<file path="src/rtl/uart_pkg.sv">
// Shared types and constants for the UART transmit path.
package uart_pkg;

  typedef enum logic [2:0] {
    DRAIN  = 3'd0,
    IDLE   = 3'd1,
    LAUNCH = 3'd2,
    FRAME  = 3'd3,
    GUARD  = 3'd4
  } TxSchedState;

  localparam int FRAME_BITS        = 10;
  localparam int TX_LAUNCH_LATENCY = 2;

  // Cycles from the transmitter start pulse until it is back in IDLE.
  function automatic int frame_cycles(input int cycles_per_sample);
    return FRAME_BITS * cycles_per_sample + TX_LAUNCH_LATENCY;
  endfunction

endpackage

</file>
<file path="src/rtl/rr_arbiter.sv">
// Combinational round-robin picker: first requester above ptr, wrapping modulo N.
module rr_arbiter #(
  parameter int N = 4
) (
  input  logic [N-1:0]         req,
  input  logic [$clog2(N)-1:0] ptr,
  output logic [N-1:0]         grant,
  output logic [$clog2(N)-1:0] grant_idx
);

  localparam int IDX_W = $clog2(N);

  int   cand_s;
  logic found_s;

  // Scan ptr+1 .. ptr+N and keep the first asserted request.
  always_comb begin
    grant     = '0;
    grant_idx = '0;
    found_s   = 1'b0;
    cand_s    = 0;
    for (int off = 1; off <= N; off++) begin
      cand_s = (int'(ptr) + off) % N;
      if (!found_s && req[IDX_W'(cand_s)]) begin
        grant[IDX_W'(cand_s)] = 1'b1;
        grant_idx             = IDX_W'(cand_s);
        found_s               = 1'b1;
      end else begin
        found_s = found_s;
      end
    end
  end

endmodule

</file>
<file path="src/rtl/uart_tx_scheduler.sv">
// Round-robin scheduler sharing one uart_transmitter among NUM_REQ byte producers;
// frame completion is timed locally since the transmitter has no busy output.
module uart_tx_scheduler
  import uart_pkg::*;
#(
  parameter int NUM_REQ           = 4,
  parameter int CYCLES_PER_SAMPLE = 10416,
  parameter int GUARD_CYCLES      = 2
) (
  input  logic                       clk,
  input  logic                       r_reset,
  input  logic [NUM_REQ-1:0]         i_req_valid,
  input  logic [NUM_REQ*8-1:0]       i_req_data,
  output logic [NUM_REQ-1:0]         o_req_ready,
  output logic [7:0]                 o_tx_data,
  output logic                       o_tx_start,
  output logic                       o_busy,
  output logic [$clog2(NUM_REQ)-1:0] o_grant_id
);

  localparam int FRAME_CYCLES = frame_cycles(CYCLES_PER_SAMPLE);
  localparam int CNT_W        = $clog2(FRAME_CYCLES + 1);
  localparam int IDX_W        = $clog2(NUM_REQ);

  localparam logic [CNT_W-1:0] FRAME_LAST = CNT_W'(FRAME_CYCLES - 1);
  localparam logic [CNT_W-1:0] GUARD_LAST = CNT_W'((GUARD_CYCLES > 0) ? (GUARD_CYCLES - 1) : 0);
  localparam logic [IDX_W-1:0] PTR_INIT   = IDX_W'(NUM_REQ - 1);

  TxSchedState        state_r, state_s;
  logic [CNT_W-1:0]   cnt_r, cnt_s;
  logic [7:0]         tx_data_r, tx_data_s;
  logic [IDX_W-1:0]   grant_id_r, grant_id_s;
  logic [IDX_W-1:0]   ptr_r, ptr_s;
  logic [NUM_REQ-1:0] grant_s;
  logic [IDX_W-1:0]   win_idx_s;

  rr_arbiter #(
    .N (NUM_REQ)
  ) u_arb (
    .req       (i_req_valid),
    .ptr       (ptr_r),
    .grant     (grant_s),
    .grant_idx (win_idx_s)
  );

  // State, frame counter and captured-byte registers.
  always_ff @(posedge clk) begin
    if (r_reset) begin
      state_r    <= DRAIN;
      cnt_r      <= '0;
      tx_data_r  <= 8'h00;
      grant_id_r <= '0;
      ptr_r      <= PTR_INIT;
    end else begin
      state_r    <= state_s;
      cnt_r      <= cnt_s;
      tx_data_r  <= tx_data_s;
      grant_id_r <= grant_id_s;
      ptr_r      <= ptr_s;
    end
  end

  // Next-state and datapath update.
  always_comb begin
    state_s    = state_r;
    cnt_s      = cnt_r;
    tx_data_s  = tx_data_r;
    grant_id_s = grant_id_r;
    ptr_s      = ptr_r;
    case (state_r)
      DRAIN: begin
        // Give a frame that was in flight across reset time to finish.
        if (cnt_r == FRAME_LAST) begin
          state_s = IDLE;
          cnt_s   = '0;
        end else begin
          cnt_s = cnt_r + CNT_W'(1);
        end
      end
      IDLE: begin
        if (|i_req_valid) begin
          state_s    = LAUNCH;
          tx_data_s  = i_req_data[{win_idx_s, 3'b000} +: 8];
          grant_id_s = win_idx_s;
          ptr_s      = win_idx_s;
        end else begin
          state_s = IDLE;
        end
      end
      LAUNCH: begin
        state_s = FRAME;
        cnt_s   = '0;
      end
      FRAME: begin
        if (cnt_r == FRAME_LAST) begin
          state_s = (GUARD_CYCLES == 0) ? IDLE : GUARD;
          cnt_s   = '0;
        end else begin
          cnt_s = cnt_r + CNT_W'(1);
        end
      end
      GUARD: begin
        if (cnt_r == GUARD_LAST) begin
          state_s = IDLE;
          cnt_s   = '0;
        end else begin
          cnt_s = cnt_r + CNT_W'(1);
        end
      end
      default: begin
        state_s = DRAIN;
        cnt_s   = '0;
      end
    endcase
  end

  // Ready is offered only from the registered IDLE state.
  always_comb begin
    o_req_ready = '0;
    if (state_r == IDLE) begin
      o_req_ready = grant_s;
    end else begin
      o_req_ready = '0;
    end
  end

  assign o_tx_start = (state_r == LAUNCH);
  assign o_busy     = (state_r != IDLE);
  assign o_tx_data  = tx_data_r;
  assign o_grant_id = grant_id_r;

endmodule
</file>
<file path="config.mk">
export PLATFORM = sky130hd
export DESIGN_NAME = uart_tx_scheduler
export DESIGN_NICKNAME = d
export VERILOG_FILES = /design/src/rtl/uart_pkg.sv /design/src/rtl/rr_arbiter.sv /design/src/rtl/uart_tx_scheduler.sv
export SDC_FILE = /design/constraint.sdc
export NUM_CORES = 1
export LEC_CHECK = 0
export ABC_AREA = 1
export CORE_MARGIN = 2
export CORE_UTILIZATION = 51
export DETAILED_ROUTE_END_ITERATION = 16
export PLACE_DENSITY_LB_ADDON = 0.3
export SETUP_SLACK_MARGIN = 0.05
export SYNTH_ARGS = -nofsm -noshare
export SYNTH_HDL_FRONTEND = slang
export SYNTH_SLANG_ARGS = --single-unit
export TNS_END_PERCENT = 20
</file>
<file path="constraint.sdc">
create_clock -name clk -period 3.2 [get_ports clk]
set_input_delay 0.64 -clock clk [delete_from_list [all_inputs] [get_ports clk]]
set_output_delay 0.64 -clock clk [all_outputs]
set_load 0.01 [all_outputs]
</file>
==> results.md <==
- Min Hold Slack: approximately 0.47 ns
- DIE HEIGHT: approximately 74 um
- Hold Fails Final Rpt: 0
- Total grt overflow: 0
- Die footprint: 5405 um2
- FF/Latch Area: 640.6 um2
- Net count, final: around 530
- Top cell type's share of synthesized area: approximately a quarter
- Peak VDD IR: between 500 and 600 uV
- Final Cycle Share: 100.2%
- Final Max Slew Viols: 0
- Setup CP Type: input port to output port
- Clock Pin Slew Worst Setup and Hold Paths: about 0.070 ns
- Worst-path cell chain: clkdlybuf4s50_1 -> nand2_2 -> nand2_2 -> nand2_2 -> nand2_4 -> nor2_4 -> nand3_1 -> nor2_1 -> o21ai_0 -> inv_1 -> clkdlybuf4s50_1
- Synthesized flop and latch total: 32
- Hpwl dp: 5161 um
- Top cells by area, synth: dfxtp_1 (26%), nand2_1 (17%), inv_1 (11%)
- Slew HR: approximately 62%
- Setup TNS: -0.007923 ns
- Final Instance Area: 3258 um2
- Clk buf depth: 2
- Seq/Total Area, Yosys: between 20 and 30%
- Post-DRT Antenna Nets: 0
- Share of cells above drive strength 1: approximately 7.9%
- Cell Rows: 25
- Most Frequent Cell on Critical Path: nand2_2
- Setup WS post-layout: -0.007923 ns
- PortBufs: 53
- CP endpoint kind: output port
- DR vias: 2842
- Yosys top cell by area: dfxtp_1
- Setup WS pre-CTS: -0.05632 ns
- Clk_lat worst skew: 0.29 ns
- Async SR Flop Fraction: 0%
- GP Congestion: approximately 0.94
- Leak Pwr: 1.625 nW
- Tmin final: 3.208 ns
- Simple-gate share of the synthesized area: a little over two fifths
- Largest net degree at the start of global routing: 23
- Critical path buffer and inverter count: 3
- Crit path arrival time: 2.57 ns
- Largest stage delay on the critical path: 0.53 ns
- EDFF count, synth: 0
- CTS H-tree lvls: 2
- Max Cap Violations: 0
- Via density: 5.302
- Setup violations, final: 1
- Post-Syn Area: approximately 2500 um2
- Xor/xnor share of the synthesized area: 2.843%
- Failing checks: negative setup slack
- Setup Buffers After CTS: 0
- First-pass GRT wire length: 11130 um
- Synthesized Nets: between 400 and 500
- Slowest-stage cell, CP: clkdlybuf4s50_1
- Post-synthesis mux area share: 0%
- Compound-Gate Fraction of Synth Area: approximately a tenth
- Number of placed instances, taps included: 528
- Ant diodes: 0
- Residual DRC: 0
- CTS Buf Count: 5
- Adder-Cell Fraction of Synth Area: 5.076%
- CP top delay family: buffers and inverters
- Area delta synth->final: 32.18%
- Ys flop type: dfxtp_1
- Core ar.: about 4700 um2
- Final core utilization: 69.44%
- Worst-Margin Slew: roughly 0.56 ns
- Die W: 73.52 um
- Outcome: finished with violations
- Number of global-route vias before repair: approximately 2600
- Min-Delay Path Class: flip-flop to flip-flop
- Total power draw: around 2.7 mW
- Post-DP Area: about 3100 um2
- Clock skew: approximately 0.0018 ns
- Cts-stage hold buffer count: 0
- Crit path max fanout: 5
- PD cells: approximately 840 nW/um2
- Req. time, crit path: approximately 2.6 ns
- Unrepaired setup endpoints after global routing: yes
- Gate Count Post-Synth: approximately 410
- Avg Cell Area, Syn: 5.954 um2
- Fmax: 311.7 MHz
- Gr usage total: 26.13%
- Routed WL per cell: approximately 12 um
- I/O pin total: between 50 and 60
- Top-count cell post-synth: nand2_1
- CP startpoint kind: input port
- WL final: 6590 um
- Clk root buf: clkbuf_8
- Detailed Route Iter0 Violations: about 250
- # fillers: just over 400
- Initial antenna violation count: 0
- Drt first pass iters: 5
- Layout Cells excl Fill: between 500 and 600
- CTS tree: done
- Yosys cell types: 34
- Post-synth top cells: nand2_1 (110), inv_1 (75), nand3_1 (50)
- Largest family of logic cells by synthesized area: simple AND/OR/NAND/NOR gates
- YS warnings: 0
- Multi-input gate area: ~1500 um2
- Starting Density: approximately 53%
- Clock sinks: 32
registers in the layout (all words and copies together), names as in the netlist:
register / flops
o_tx_data: 8
cnt_r: 17
state_r: 3
o_grant_id: 2
ptr_r: 2
cell type report:
class | count | share of cell area [%]
multi-input combinational | 296 | 46.01
timing repair buffer | 69 | 19.97
sequential | 32 | 19.66
inverter | 77 | 8.871
clock buffer | 5 | 2.112
tap | 54 | 2.074
clock inverter | 3 | 1.306
cell usage in the layout, fill, tap and decap left out, drive strengths merged, types with 2 or more instances in the layout:
cell and instances:
dlygate4sd2 2, dfxtp 32, o211ai 3, nor2 42, o21ai 13, nor3 5, a31oi 2, buf 16
xor2 7, nand3 51, a21oi 20, clkbuf 5, nor4 6, nand4 11, inv 77, nand3b 3
clkdlybuf4s50 50, nand2 116, ha 10
tightest hold or removal path, delay by kind of cell, from the launching register on:
kind	cells	cell delay (ns)
compound gates	1	0.06
flops	1	0.31
simple gates	1	0.06
path summary, 6_finish.rpt:
check	end	slack (ns)	cells past startpoint	from
worst max-delay path	o_req_ready[0]	-0.008	11	i_req_valid[1]
worst min-delay path	o_grant_id[0]	0.47	2	o_grant_id[0]
worst max register to register	o_tx_data[4]	0.78	16	ptr_r[0]
worst min register to register	o_grant_id[0]	0.47	2	o_grant_id[0]
layer usage:
layer  vias to the layer above  share of wire, %  GRT usage, %  wire length [um]
li1                       1450                 -             -                 -
met1                      1249                43         32.27              2853
met2                       121                46         43.65              3062
met3                        22               7.5         5.898               491
met4                         0               2.8         10.71               182
met5                         -                 0             0                 0
report_power, final:
group,internal (mW),total (mW),switching [mW]
clock,0.230,0.396,0.166
sequential,0.481,0.536,0.0551
combinational,0.689,1.80,1.12
total,1.40,2.74,1.34
timing repair:
action	CTS	global route
endpoints found under the hold margin	0	0
setup endpoints to repair	4	3
resized for setup	3	3
logic make-up after synthesis:
logic type	count (synthesis)
compound gates	42
xor+xnor	8
fa+ha+maj	10
buf+inv	86
flops	32
simple gates	236
No activity file was read; power rests on OpenSTA's default activity.
